### config.mk
export PLATFORM = sky130hd
export DESIGN_NAME = my_chip
export DESIGN_NICKNAME = d
export VERILOG_FILES = /design/src/rtl/my_chip.sv
export SDC_FILE = /design/constraint.sdc
export NUM_CORES = 1
export LEC_CHECK = 0
export ABC_AREA = 1
export BUFFER_PORTS_ARGS = -buffer_cell sky130_fd_sc_hd__clkbuf_2
export CORE_MARGIN = 3
export CORE_UTILIZATION = 50
export CTS_CLUSTER_SIZE = 20
export DETAILED_ROUTE_END_ITERATION = 7
export HOLD_SLACK_MARGIN = 0.03
export PLACE_DENSITY = 0.75
export RECOVER_POWER = 100
export SYNTH_ARGS = -nofsm -noshare
export SYNTH_HDL_FRONTEND = slang
export SYNTH_SLANG_ARGS = --single-unit
### constraint.sdc
create_clock -name clk -period 5.5 [get_ports clk]
set_clock_uncertainty 0.1 [all_clocks]
set_input_delay 1.1 -clock clk [delete_from_list [all_inputs] [get_ports clk]]
set_output_delay 1.1 -clock clk [all_outputs]
set_load 0.01 [all_outputs]
### src/rtl/my_chip.sv
// my_chip: multicycle 16-bit teaching processor.
// One shared 16-bit bus connects the instruction input, a 16-entry register
// file and an A/G accumulator pair feeding an add/subtract ALU.
// Instructions (load, mov, add, sub) are sequenced by a four-step control FSM
// (T0..T3). Immediate data for load arrives on INSTRUCTION in the step after
// the fetch. Reserved opcodes complete in two steps without a register write.
module my_chip (
    input  logic        clk,
    input  logic        reset,
    input  logic [15:0] INSTRUCTION,
    output logic [15:0] BUS,
    output logic        DONE
);

    // Opcode encodings held in IR[10:8].
    localparam logic [2:0] OP_LOAD = 3'b000;
    localparam logic [2:0] OP_MOV  = 3'b001;
    localparam logic [2:0] OP_ADD  = 3'b010;
    localparam logic [2:0] OP_SUB  = 3'b011;

    // Control steps; T0 is always the fetch.
    typedef enum logic [1:0] {
        T0 = 2'd0,
        T1 = 2'd1,
        T2 = 2'd2,
        T3 = 2'd3
    } step_t;

    step_t       step;
    step_t       step_next;

    logic [15:0] regs [16];
    logic [10:0] ir;
    logic [15:0] acc_a;
    logic [15:0] acc_g;

    // Decoded fields of the held instruction.
    logic [2:0]  opcode;
    logic [3:0]  rx;
    logic [3:0]  ry;

    // Per-step controls produced by the sequencer.
    logic        ir_load;
    logic        reg_write;
    logic        a_load;
    logic        g_load;
    logic [15:0] bus_value;
    logic        done_value;
    logic [15:0] alu_result;

    assign opcode = ir[10:8];
    assign rx     = ir[7:4];
    assign ry     = ir[3:0];

    // Step register: reset aborts any instruction and restarts at fetch.
    always_ff @(posedge clk or negedge reset) begin
        if (!reset) begin
            step <= T0;
        end else begin
            step <= step_next;
        end
    end

    // Next-step decode, bus source selection and register-enable generation.
    always_comb begin
        step_next  = T0;
        bus_value  = 16'h0000;
        done_value = 1'b0;
        ir_load    = 1'b0;
        reg_write  = 1'b0;
        a_load     = 1'b0;
        g_load     = 1'b0;
        unique case (step)
            T0: begin
                // Fetch: bus idles at zero while IR captures the word.
                ir_load   = 1'b1;
                step_next = T1;
            end
            T1: begin
                unique case (opcode)
                    OP_LOAD: begin
                        bus_value  = INSTRUCTION;
                        reg_write  = 1'b1;
                        done_value = 1'b1;
                        step_next  = T0;
                    end
                    OP_MOV: begin
                        bus_value  = regs[ry];
                        reg_write  = 1'b1;
                        done_value = 1'b1;
                        step_next  = T0;
                    end
                    OP_ADD, OP_SUB: begin
                        bus_value = regs[rx];
                        a_load    = 1'b1;
                        step_next = T2;
                    end
                    default: begin
                        // Reserved opcode: finish with no side effects.
                        done_value = 1'b1;
                        step_next  = T0;
                    end
                endcase
            end
            T2: begin
                bus_value = regs[ry];
                g_load    = 1'b1;
                step_next = T3;
            end
            T3: begin
                bus_value  = acc_g;
                reg_write  = 1'b1;
                done_value = 1'b1;
                step_next  = T0;
            end
            default: begin
                step_next = T0;
            end
        endcase
    end

    // ALU: only add and sub ever reach T2, so bit 0 of the opcode picks the
    // operation. Carry and borrow wrap modulo 2^16.
    always_comb begin
        if (opcode == OP_SUB) begin
            alu_result = acc_a - bus_value;
        end else begin
            alu_result = acc_a + bus_value;
        end
    end

    // Instruction register: captures the low 11 bits at fetch.
    always_ff @(posedge clk or negedge reset) begin
        if (!reset) begin
            ir <= 11'h000;
        end else if (ir_load) begin
            ir <= INSTRUCTION[10:0];
        end
    end

    // Accumulator pair: A holds the first operand, G the ALU result.
    always_ff @(posedge clk or negedge reset) begin
        if (!reset) begin
            acc_a <= 16'h0000;
            acc_g <= 16'h0000;
        end else begin
            if (a_load) begin
                acc_a <= bus_value;
            end
            if (g_load) begin
                acc_g <= alu_result;
            end
        end
    end

    // Register file: single write port from the bus into Rx, no bypass.
    always_ff @(posedge clk or negedge reset) begin
        if (!reset) begin
            for (int i = 0; i < 16; i++) begin
                regs[i] <= 16'h0000;
            end
        end else if (reg_write) begin
            regs[rx] <= bus_value;
        end
    end

    assign BUS  = bus_value;
    assign DONE = done_value;

endmodule

==> flow_metrics.env <==
export IMPL_grt_pass1_vias=16610
export IMPL_cts_hold_buffers=0
export IMPL_power_density_mw_per_mm2=686.7
export IMPL_synthXorXnorAreaFrac=0.007394
export IMPL_cts_resized_gates=0
export IMPL_p_leak_nw=10.11
export IMPL_vias=17670
export IMPL_postRouteAntennaNets=0
export IMPL_drive_above_1_share=0.05955
export IMPL_start_util=0.5106
export IMPL_synth_fa_ha_area_frac=0.01239
export IMPL_synthDistinctLibCells=37
export IMPL_arrival_ns=4.05
export IMPL_boundaryPins=35
export IMPL_cts_buffer_depth=3
export IMPL_post_route_util=0.5554
export IMPL_setup_viol=0
export IMPL_async_flop_share=1.000
export IMPL_cts_sinks=301
export IMPL_grt_max_degree=125
export IMPL_max_freq_mhz=190.7
export IMPL_syn_inst=2606
export IMPL_cp_max_fo=16
export IMPL_syn_nets=2641
export IMPL_synthesis_area_mm2=0.01777
export IMPL_yosysWarnings=0
export IMPL_clock_power_share=0.173
export IMPL_finalHoldViolations=0
export IMPL_switching_share=0.4799
export IMPL_antenna_cells=0
export IMPL_die_y_um=194.5
export IMPL_grt_pass1_wl_mm=92.81
export IMPL_power_internal_mw=6.903
export IMPL_drt_vias_per_instance=5.778
export IMPL_final_max_slew_violation_count=253
export IMPL_setup_ws_ns=0.2549
export IMPL_synth_top_family_by_area="simple AND/OR/NAND/NOR gates"
export IMPL_failed_checks="capacitance limit, slew limit"
export IMPL_seqPwrFrac=0.308
export IMPL_period_share=0.9537
export IMPL_dr_first_iter_drc_count=2213
export IMPL_rsz0062_at_grt="no"
export IMPL_die_area_mm2=0.03783
export IMPL_pre_cts_slack_ns=0.5129
export IMPL_antenna_found_initial=0
export IMPL_worstPathRequired_ns=4.30
export IMPL_synth_simple_gate_area_frac=0.2939
export IMPL_place_hpwl_mm=39.01
export IMPL_yosysSeqAreaShare=0.4239
export IMPL_numCtsBuffers=35
export IMPL_synth_ff_type="dfrtp_1"
export IMPL_die_x_um=194.5
export IMPL_total_power_mw=13.27
export IMPL_rows=68
export IMPL_switchingPower_mw=6.370
export IMPL_synthMuxAreaShare=0.001268
export IMPL_grt_usage=0.3082
export IMPL_routabilityCongestion=0.9716
export IMPL_overflow=0
export IMPL_start_kind="flip-flop"
export IMPL_placed_area_mm2=0.01832
export IMPL_finalInstanceArea_mm2=0.01933
export IMPL_area_growth_pct=8.774
export IMPL_ys_ff_latch=301
export IMPL_synth_edf_count=0
export IMPL_post_cts_buffers=0
export IMPL_root_buffer="clkbuf_16"
export IMPL_drv_cap=3
export IMPL_endpoint_kind="output port"
export IMPL_crit_type="flip-flop to output port"
export IMPL_place_port_buffers=34
export IMPL_peakVddDrop_uv=405.0
export IMPL_hold_path_class="flip-flop to flip-flop"
export IMPL_synth_compound_area_frac=0.1692
export IMPL_clkTransAtPathRegs_ns=0.06
export IMPL_slew_headroom=-0.6485
export IMPL_wire_per_inst_um=19.45
export IMPL_period_needed_ns=5.245
export IMPL_combPwrFrac=0.518
export IMPL_synth_avg_cell_area_um2=6.818
export IMPL_insertion_delay_ns=0.54
export IMPL_tritoncts="done"
export IMPL_drt_pre_antenna_iters=7
export IMPL_cts_max_level=2
export IMPL_fin_tns_setup_ns=0
export IMPL_status="complete, but fails checks"
export IMPL_wirelength_mm=59.47
export IMPL_worst_pin_slew_ns=2.473
export IMPL_drc=0
export IMPL_nets=2615
export IMPL_core_area_mm2=0.03480
-- power groups by stage --
| stage | Sequential [mW] | Clock (mW) | Combinational (mW) |
|---|---|---|---|
| 5_1_grt | 4.22 | 2.42 | 7.68 |
| 4_1_cts | 4.06 | 2.33 | 6.82 |
| 3_3_place_gp | 4.05 | 0 | 6.67 |
| 6_report | 4.09 | 2.30 | 6.88 |
| 2_1_floorplan | 3.82 | 0 | 4.91 |
| 3_5_place_dp | 4.08 | 0 | 6.78 |
-- registers in the layout (all words and copies together), names as in the netlist, named ones only --
register  count
acc_a        16
step          1
ir           11
regs        256
acc_g        16
-- Yosys cell counts, types with 5 or more instances --
master,number,area (um^2)
a21oi_1,70,350.3
a31oi_1,11,68.82
buf_1,8,30.03
buf_2,59,295.3
buf_4,18,135.1
buf_6,11,123.9
clkbuf_1,69,259.0
dfrtp_1,301,7532
ha_1,16,200.2
inv_1,202,758.2
nand2_1,1032,3874
nand2_2,5,31.28
nand3_1,121,605.6
nor2_1,156,585.6
o211ai_1,49,367.9
o21ai_0,355,1777
o21ai_1,63,315.3
o22ai_1,7,43.79
xor2_1,11,96.34
-- placed cells by master, fill, tap and decap left out, types with 16 or more instances in the layout --
| cell type | instances |
|---|---|
| nand3_1 | 121 |
| a21oi_1 | 69 |
| clkbuf_1 | 36 |
| clkbuf_16 | 37 |
| dfrtp_1 | 298 |
| buf_4 | 46 |
| ha_1 | 16 |
| nor2_1 | 157 |
| o21ai_1 | 26 |
| o21ai_0 | 392 |
| clkbuf_2 | 20 |
| inv_1 | 202 |
| o211ai_1 | 49 |
| nand2_1 | 1035 |
-- per-layer routing --
metal,track usage,vias to the layer above,routed length (um)
met4,0.1338,0,2669
met1,0.4208,8264,24300
met2,0.4849,959,26560
met5,0,-,0
met3,0.05426,194,5939
li1,-,8253,-
-- worst max-delay path: stages (launching register included) --
cell	delay, ns
dfrtp_1	0.54
inv_2	0.24
nor2_1	0.76
buf_4	0.31
a21oi_1	0.08
nand2_1	0.05
nand2_1	0.04
nand2_1	0.10
o21ai_1	0.11
nand2_1	0.11
nand2_1	0.05
nand2_1	0.12
clkbuf_1	0.76
clkbuf_1	0.22
-- path summary, 6_finish.rpt --
check | endpoint | from | slack (ns) | cells past startpoint
min in group asynchronous | regs[36]$_DFFE_PN0P_ | reset | 1.20 | 1
worst max-delay path | BUS[4] | ir[5]$_DFFE_PN0N_ | 0.25 | 13
worst min register to register | acc_g[13]$_DFFE_PN0P_ | acc_g[13]$_DFFE_PN0P_ | 0.38 | 2
max in group asynchronous | ir[0]$_DFFE_PN0N_ | reset | 1.18 | 2
worst min-delay path | acc_g[13]$_DFFE_PN0P_ | acc_g[13]$_DFFE_PN0P_ | 0.38 | 2
worst max register to register | acc_g[15]$_DFFE_PN0P_ | ir[5]$_DFFE_PN0N_ | 0.28 | 29
-- through the flow --
| stage | hold slack, ns | cells |
|---|---|---|
| 2_1_floorplan | 0.3494 | 2606 |
| 6_report | 0.3832 | 3058 |
| 5_1_grt | 0.4069 | 3058 |
| 4_1_cts | 0.3869 | 3058 |
| 3_5_place_dp | 0.3714 | 2998 |
| 3_3_place_gp | 0.3662 | 2998 |
-- cells by family after synthesis --
| kind of cell | after synthesis |
|---|---|
| and+or+nand+nor | 1331 |
| AOI/OAI and AO/OA | 565 |
| buffers and inverters | 375 |
| DFF | 301 |
| adders and majority gates | 17 |
| xor gates and xnor gates | 15 |
| muxes | 2 |
-- final cells by class --
| cell class | count | area, um^2 |
|---|---|---|
| clock buffer | 53 | 1056 |
| clock inverter | 7 | 60.06 |
| fill | 3338 | 15470 |
| inverter | 210 | 790.8 |
| multi-input combinational | 1930 | 8596 |
| sequential | 301 | 7541 |
| tap | 455 | 569.3 |
| timing repair buffer | 102 | 714.4 |
(Power assumes the default switching activity.)
